===== config.mk =====
export PLATFORM = sky130hd
export DESIGN_NAME = uart_tx_fifo
export DESIGN_NICKNAME = d
export VERILOG_FILES = /design/src/rtl/uart_tx_fifo.sv
export SDC_FILE = /design/constraint.sdc
export NUM_CORES = 1
export LEC_CHECK = 0
export ABC_AREA = 1
export CAP_MARGIN = 20
export CORE_ASPECT_RATIO = 0.8
export CORE_UTILIZATION = 40
export DETAILED_ROUTE_END_ITERATION = 16
export GPL_TIMING_DRIVEN = 1
export PLACE_DENSITY = 0.57
export SETUP_SLACK_MARGIN = 0.15
export SYNTH_ARGS = -nofsm -noshare
export SYNTH_HDL_FRONTEND = slang
export SYNTH_SLANG_ARGS = --single-unit
export TNS_END_PERCENT = 10

===== constraint.sdc =====
create_clock -name clk -period 5.32 [get_ports clk]
set_input_delay 0.798 -clock clk [delete_from_list [all_inputs] [get_ports clk]]
set_output_delay 0.798 -clock clk [all_outputs]
set_load 0.005 [all_outputs]

===== src/rtl/uart_tx_fifo.sv =====
// Buffered UART transmitter: a circular write FIFO feeding an oversampled 8N1-style
// serialiser whose baud tick comes from a programmable clock divider.
module uart_tx_fifo #(
    parameter int DVSR     = 79,
    parameter int DVSR_BIT = 7,
    parameter int DBIT     = 8,
    parameter int SB_TICK  = 16,
    parameter int FIFO_W   = 4
) (
    input  logic            clk,
    input  logic            reset,
    input  logic            wr_uart,
    input  logic [DBIT-1:0] w_data,
    output logic            tx_full,
    output logic            tx_empty,
    output logic            tx_busy,
    output logic            tx_done_tick,
    output logic            tx
);

    localparam int DEPTH = 2 ** FIFO_W;
    localparam int S_W   = $clog2((SB_TICK > 16) ? SB_TICK : 16);
    localparam int N_W   = $clog2((DBIT > 1) ? DBIT : 2);

    localparam logic [DVSR_BIT-1:0] DVSR_MAX = DVSR_BIT'(DVSR);
    localparam logic [S_W-1:0]      S_LAST   = S_W'(15);
    localparam logic [S_W-1:0]      SB_LAST  = S_W'(SB_TICK - 1);
    localparam logic [N_W-1:0]      N_LAST   = N_W'(DBIT - 1);
    localparam logic [FIFO_W-1:0]   PTR_ONE  = FIFO_W'(1);

    typedef enum logic [1:0] {
        IDLE,
        START,
        DATA,
        STOP
    } state_e;

    logic [DBIT-1:0]     mem_q [DEPTH];
    logic [FIFO_W-1:0]   w_ptr_q, w_ptr_d;
    logic [FIFO_W-1:0]   r_ptr_q, r_ptr_d;
    logic                full_q, full_d;
    logic                empty_q, empty_d;
    logic                wr_en;
    logic                rd_en;

    state_e              state_q, state_d;
    logic [DVSR_BIT-1:0] div_q, div_d;
    logic [S_W-1:0]      s_cnt_q, s_cnt_d;
    logic [N_W-1:0]      n_cnt_q, n_cnt_d;
    logic [DBIT-1:0]     b_q, b_d;
    logic                tx_q, tx_d;
    logic                s_tick;
    logic                done;

    // A write while full is dropped even if the serialiser pops in the same cycle.
    assign wr_en = wr_uart & ~full_q;

    // NOTE: storage is deliberately not reset; the pointers and flags alone say which entries are valid.
    always_ff @(posedge clk) begin
        if (wr_en) begin
            mem_q[w_ptr_q] <= w_data;
        end
    end

    // NOTE: every output of this block gets a default first, so no path leaves one unassigned (no latch).
    always_comb begin
        w_ptr_d = w_ptr_q;
        r_ptr_d = r_ptr_q;
        full_d  = full_q;
        empty_d = empty_q;
        unique case ({wr_en, rd_en})
            2'b10: begin
                w_ptr_d = w_ptr_q + PTR_ONE;
                empty_d = 1'b0;
                full_d  = ((w_ptr_q + PTR_ONE) == r_ptr_q);
            end
            2'b01: begin
                r_ptr_d = r_ptr_q + PTR_ONE;
                full_d  = 1'b0;
                empty_d = ((r_ptr_q + PTR_ONE) == w_ptr_q);
            end
            2'b11: begin
                w_ptr_d = w_ptr_q + PTR_ONE;
                r_ptr_d = r_ptr_q + PTR_ONE;
            end
            default: begin
            end
        endcase
    end

    // NOTE: state registers use non-blocking assignments so every flop samples pre-edge values.
    always_ff @(posedge clk or negedge reset) begin
        if (!reset) begin
            w_ptr_q <= '0;
            r_ptr_q <= '0;
            full_q  <= 1'b0;
            empty_q <= 1'b1;
        end else begin
            w_ptr_q <= w_ptr_d;
            r_ptr_q <= r_ptr_d;
            full_q  <= full_d;
            empty_q <= empty_d;
        end
    end

    // The divider only runs while a frame is on the line, so every frame starts phase-aligned.
    assign s_tick = (div_q == DVSR_MAX);

    always_comb begin
        div_d = div_q + DVSR_BIT'(1);
        if (state_q == IDLE || s_tick) begin
            div_d = '0;
        end
    end

    always_comb begin
        state_d = state_q;
        s_cnt_d = s_cnt_q;
        n_cnt_d = n_cnt_q;
        b_d     = b_q;
        rd_en   = 1'b0;
        done    = 1'b0;
        unique case (state_q)
            IDLE: begin
                if (!empty_q) begin
                    rd_en   = 1'b1;
                    b_d     = mem_q[r_ptr_q];
                    s_cnt_d = '0;
                    state_d = START;
                end
            end
            START: begin
                if (s_tick) begin
                    if (s_cnt_q == S_LAST) begin
                        s_cnt_d = '0;
                        n_cnt_d = '0;
                        state_d = DATA;
                    end else begin
                        s_cnt_d = s_cnt_q + S_W'(1);
                    end
                end
            end
            DATA: begin
                if (s_tick) begin
                    if (s_cnt_q == S_LAST) begin
                        s_cnt_d = '0;
                        b_d     = b_q >> 1;
                        if (n_cnt_q == N_LAST) begin
                            state_d = STOP;
                        end else begin
                            n_cnt_d = n_cnt_q + N_W'(1);
                        end
                    end else begin
                        s_cnt_d = s_cnt_q + S_W'(1);
                    end
                end
            end
            STOP: begin
                if (s_tick) begin
                    if (s_cnt_q == SB_LAST) begin
                        done    = 1'b1;
                        state_d = IDLE;
                    end else begin
                        s_cnt_d = s_cnt_q + S_W'(1);
                    end
                end
            end
        endcase
    end

    // The line level is derived from the next state so tx changes on the same edge as the FSM.
    always_comb begin
        unique case (state_d)
            START:   tx_d = 1'b0;
            DATA:    tx_d = b_d[0];
            default: tx_d = 1'b1;
        endcase
    end

    always_ff @(posedge clk or negedge reset) begin
        if (!reset) begin
            state_q <= IDLE;
            div_q   <= '0;
            s_cnt_q <= '0;
            n_cnt_q <= '0;
            b_q     <= '0;
            tx_q    <= 1'b1;
        end else begin
            state_q <= state_d;
            div_q   <= div_d;
            s_cnt_q <= s_cnt_d;
            n_cnt_q <= n_cnt_d;
            b_q     <= b_d;
            tx_q    <= tx_d;
        end
    end

    assign tx           = tx_q;
    assign tx_full      = full_q;
    assign tx_empty     = empty_q;
    assign tx_busy      = (state_q != IDLE);
    assign tx_done_tick = done;

endmodule


==> results of run 1 <==
## flip-flops by register name, summed over array words and instances (netlist names), 2 cells and up
| name | cells |
|---|---|
| b_q | 8 |
| div_q | 7 |
| mem_q | 128 |
| n_cnt_q | 3 |
| r_ptr_q | 4 |
| s_cnt_q | 4 |
| state_q | 2 |
| w_ptr_q | 4 |
## layout by cell type (no fill, tap or decap), drive strengths merged, types with 4 or more instances in the layout
master and instances:
o211ai 12, xor2 11, a21oi 18, nor2 101, edfxtp 128, nand3 55, ha 14, nand2 182
clkbuf 20, o21ai 41, clkinv 4, clkdlybuf4s50 15, inv 67, a31oi 6, dfrtp 33
## power by group through the flow
stage          Clock, uW  Combinational [uW]  Sequential, uW
2_1_floorplan          0                 178            1540
3_5_place_dp           0                 299            1550
6_report            1180                 299            1520
3_3_place_gp           0                 293            1550
5_1_grt             1240                 329            1530
4_1_cts             1200                 300            1520
## cell type report
type	count	area share (%)
well taps	225	3.46
flip-flops and latches	163	58.1
inverters	62	2.89
repair buffers	18	2.12
multi-input cells	452	26.4
clock inverters	12	1.48
clock buffers	20	5.49
## worst paths after layout
| check | end | cells past startpoint | slack (ns) | start |
|---|---|---|---|---|
| setup / recovery | tx_done_tick | 6 | 2.45 | div_q[0] |
| hold reg to reg | div_q[0] | 1 | 0.46 | div_q[0] |
| max in group asynchronous | tx | 2 | 4.17 | reset |
| min in group asynchronous | div_q[3] | 2 | 0.79 | reset |
| hold / removal | div_q[0] | 1 | 0.46 | div_q[0] |
| setup reg to reg | tx_empty | 8 | 2.69 | state_q[1] |
## cell families (layout without fill, tap and decap cells)
logic type / Yosys count / after routing / share of synthesized area (%)
DFF: 163 / 163 / 64.8
AOI/OAI and AO/OA: 82 / 82 / 6.37
adders and majority gates: 14 / 14 / 2.40
and+or+nand+nor: 343 / 343 / 19.0
buffers and inverters: 89 / 112 / 5.77
xor gates and xnor gates: 13 / 13 / 1.66
## through the flow
| step | setup slack (ns) | cell area (sq um) | power (uW) | instances | util [%] |
|---|---|---|---|---|---|
| 2_1_floorplan | 3.35 | 7290 | 1720 | 704 | - |
| 6_report | 2.45 | 8130 | 3000 | 952 | 46.2 |
| 4_1_cts | 2.45 | 8130 | 3020 | 952 | 46.2 |
| 3_5_place_dp | 2.54 | 7560 | 1850 | 920 | 43.0 |
| 5_1_grt | 2.27 | 8130 | 3100 | 952 | 46.2 |
| 3_3_place_gp | 2.55 | 7560 | 1840 | 920 | 43.0 |
## layer usage
metal,share of wire (%),GRT usage (%)
met1,48,28.2
met2,44,29.4
met3,6.3,5.37
met4,1.9,5.87
met5,0,0
==> metrics, run 1 <==
via count 4953; fraction of registers with async set/reset 21.5%; cell count after synthesis 704; 1st-iter DRT viols 488; EDFF count, synth 128; Crit-path slowest cell clkdlybuf4s50_1; nets 739; maximum clock path buffer count 2; share of cells above drive strength 1 6.33%; Reg power frac slightly above 50%; Fmax around 350 MHz; post-synth net total 729; crit-path cells ha_1, nand3_1, nor2_1, inv_1, nor2_1, clkdlybuf4s50_1; CTS tree yes; Crit path max-delay family buffers and inverters; worst path required time ~4.5 ns; Slew Limit Headroom 36.2%; initial core utilization 41.4%; Synth warnings 0; Distinct cells, synth 36; area grow syn2layout 11.5%; Max Slew Vio Count 0; Post-Route WL around 17 mm; peak supply drop 0.000210 V; Cell Area, Synth 0.00729 sq mm; # hold bufs at CTS 0; DRT Pass-1 Iters 5; cts bufs inserted 17; Worst path max stage delay 0.50 ns; Port Buf Inserts 15; #FFs+latches synth 163; largest fanout on the critical path 4; vias per cell 5.20; Yosys top cell by area edfxtp_1; I/O pin count 16; Die Span Y about 120 um; dpl hpwl between 10 and 15 mm; Routed Antenna Nets 0; CP startpoint kind flop; Tcrit/Tclk final 53.9%; Power Dens Cells between 300 and 400 mW/mm^2; Inserted Diodes 0; Pleak 0.00319 uW; vias in the first global route roughly 4700; Internal 2230 uW; GPL Wtd Cong 0.892; # resized after CTS 0; initial antenna violation count 0; routed len/inst approximately 18 um; Sink Count 163; Post-synth top cells nand2_1 (179), edfxtp_1 (128), nor2_1 (100), inv_1 (59), nand3_1 (54); multi-input logic area 0.00215 sq mm; clock root cell clkbuf_16; total global routing overflow 0; total routing usage reported by global routing 19.8%; Max Cap Violations 0; Skew-Pair Late Insertion Delay 0.43 ns; worst clock skew 0.0134 ns; most common cell in the synthesized netlist nand2_1; top cells by area, synth edfxtp_1 (53%), dfrtp_1 (11%), nand2_1 (9.2%); Seq. cell area 0.00472 sq mm; fillers approximately 1600; DR DRC count 0; hold_ws between 0.4 and 0.5 ns; Avg Cell Area, Syn 10.4 sq um; final hold violations 0; Top FF cell, synth edfxtp_1; RSZ-0062 raised after global routing false; Psw between 700 and 800 uW; # rows 43; Die ar. between 0.015 and 0.02 sq mm; CTS clk-pin slew, worst paths ~0.06 ns; H-tree depth 4; first-pass GRT wire length about 27 mm; crit path buf inv count 2; Critical Path Sink Type primary output; worst-margin pin slew between 0.9 and 1 ns; Clock Power Share 39.3%; Tmin final between 2 and 3 ns; TNS Setup 0 ns; post-synth top area share between 50% and 60%; largest net degree at the start of global routing 47; core area 0.0176 sq mm; Switching Share between 20% and 30%; Arr. time, crit path 2.07 ns; Die Wd 153 um; HP Class flop to flop; Most Frequent Cell on Critical Path nor2_1; status complete, no violations; # setup viols final 0; critical path class flop to primary output; postcts setup bufs 0; Seq/Total Area, Yosys between 60% and 70%; share of total power in combinational logic about 10%
Power figures use the tool's default switching activity.
==> run 2, diff against run 1 <==
==> constraint.sdc (replaced) <==
create_clock -name clk -period 2.8 [get_ports clk]
set_input_delay 0.42 -clock clk [delete_from_list [all_inputs] [get_ports clk]]
set_output_delay 0.42 -clock clk [all_outputs]
set_load 0.005 [all_outputs]
==> run 2 against run 1 <==
Total power increased by 97%; sequential share of layout area decreased by 1.2 points; first-iteration DRC count decreased by 8.4%; clock power increased by 110%; via count decreased by 1.6%; design area increased by 2.1%; largest cell class unchanged; largest power group unchanged.
==> metrics, run 2 (synthesis results as in run 1) <==
status complete, no violations (unchanged); Fmax 411 MHz; Worst path max stage delay 0.50 ns (about the same); Die Span Y 123 um (unchanged); final hold violations 0 (unchanged); DRT Pass-1 Iters 5 (unchanged); vias in the first global route 4803 (was 4749); H-tree depth 4 (unchanged); # setup viols final 0 (unchanged); Crit path max-delay family buffers and inverters (unchanged); share of cells above drive strength 1 8.36% (was 6.33%); max reg flops 128 (unchanged); total routing usage reported by global routing 19.0% (was 19.8%); Crit-path slowest cell clkdlybuf4s50_1 (unchanged); I/O pin count 16 (unchanged); Tcrit/Tclk final 87.0%; maximum clock path buffer count 2 (unchanged); critical path class flop to primary output (unchanged); Post-Route WL 16.4 mm (was 17.2 mm); biggest registers after layout mem_q (128), b_q (8), div_q (7) (unchanged); routed len/inst 16.9 um (was 18.1 um); Pleak 0.00330 uW (was 0.00319 uW); Routed Antenna Nets 0 (unchanged); Tmin final 2.44 ns; via count 4874 (was 4953); Sink Count 163 (unchanged); area grow syn2layout 13.9% (was 11.5%); CTS clk-pin slew, worst paths 0.06 ns (about the same); cts bufs inserted 17 (unchanged); RSZ-0062 raised after global routing false (unchanged); 1st-iter DRT viols 447 (was 488); Skew-Pair Late Insertion Delay 0.42 ns (was 0.43 ns); worst path required time 2.38 ns (was 4.52 ns); total global routing overflow 0 (unchanged); Seq. cell area 0.00472 sq mm (unchanged); crit path buf inv count 2 (unchanged); Max Slew Vio Count 0 (unchanged); multi-input logic area 0.00215 sq mm (about the same); most frequent cells in the layout nand2_1 (179), edfxtp_1 (128), nor2_1 (99) (was nand2_1 (179), edfxtp_1 (128), nor2_1 (100)); fillers 1555 (was 1581); Power Dens Cells 712 mW/mm^2 (was 369 mW/mm^2); total power 5910 uW (was 3000 uW); HP Class input pin to asynchronous set/reset pin (was flop to flop); Critical Path Sink Type primary output (unchanged); commonest non-fill, non-tap cell in the layout nand2_1 (unchanged); worst-margin pin slew 0.792 ns (was 0.954 ns); nets 754 (was 739); # rows 43 (unchanged); vias per cell 5.04 (was 5.20); dpl hpwl 10.9 mm (was 11.4 mm); CTS tree yes (unchanged); hold_ws 0.413 ns (was 0.460 ns); largest net degree at the start of global routing 47 (unchanged); Arr. time, crit path 2.02 ns (was 2.07 ns); initial core utilization 41.4% (unchanged); clock root cell clkbuf_16 (unchanged); Die Wd 153 um (unchanged); initial antenna violation count 0 (unchanged); GPL Wtd Cong 0.882 (was 0.892); Largest Register mem_q (unchanged); CP startpoint kind flop (unchanged); peak supply drop 0.000493 V (was 0.000210 V); DR DRC count 0 (unchanged); Port Buf Inserts 15 (unchanged); TNS Setup 0 ns (unchanged); worst clock skew 0.00871 ns (was 0.0134 ns); first-pass GRT wire length 26.2 mm (was 26.8 mm); core area 0.0176 sq mm (unchanged); largest fanout on the critical path 4 (unchanged); crit-path cells ha_1, nand3_1, nor2_2, inv_1, nor2_1, clkdlybuf4s50_1 (was ha_1, nand3_1, nor2_1, inv_1, nor2_1, clkdlybuf4s50_1); Max Cap Violations 0 (unchanged); Inserted Diodes 0 (unchanged); Slew Limit Headroom 47.0% (was 36.2%); Die ar. 0.0188 sq mm (unchanged)
## run 2: through the flow
step / cell area, sq um / util, % / cells / worst slack (ns)
final: 8300 / 47.2 / 967 / 0.365
after global routing: 8300 / 47.2 / 967 / 0.170
after CTS: 8300 / 47.2 / 967 / 0.305
after detailed placement: 7670 / 43.6 / 935 / 0.517
after global placement: 7670 / 43.6 / 935 / 0.554
after floorplan: 7290 / - / 704 / 0.832
## run 2: report_power, final
group / internal (uW) / switching (uW)
clock: 1520 / 928
sequential: 2820 / 73.5
combinational: 183 / 395
total: 4510 / 1400
## run 2: area by class of cell
| cell class | instances | area share, % |
|---|---|---|
| clock buffer | 19 | 5.33 |
| sequential | 163 | 56.9 |
| inverter | 62 | 2.83 |
| tap | 225 | 3.39 |
| timing repair buffer | 33 | 3.44 |
| multi-input combinational | 452 | 25.9 |
| clock inverter | 13 | 2.20 |
## run 2: metal layers
metal	routed length, um	share of wire [%]	global-route usage [%]	vias up
li1	-	-	-	2397
met1	7880	48	26.7	2349
met2	7430	45	29.5	116
met3	903	5.5	4.38	12
met4	130	0.80	5.24	0
met5	0	0	0	-
## run 2: final timing paths
path | startpoint | end | slack [ns] | cells past startpoint
setup / recovery | div_q[0] | tx_done_tick | 0.36 | 6
max in group asynchronous | reset | r_ptr_q[0] | 2.01 | 2
hold / removal | reset | div_q[5] | 0.41 | 2
min in group clk | div_q[0] | div_q[0] | 0.49 | 1
hold reg to reg | div_q[0] | div_q[0] | 0.49 | 1
setup reg to reg | state_q[1] | tx_empty | 0.76 | 8
## run 2: timing repair
item / in CTS / in global routing
setup buffers: 0 / 0
resized for setup: 0 / 1
hold buffers: 0 / 0
setup endpoints to repair: 0 / 1
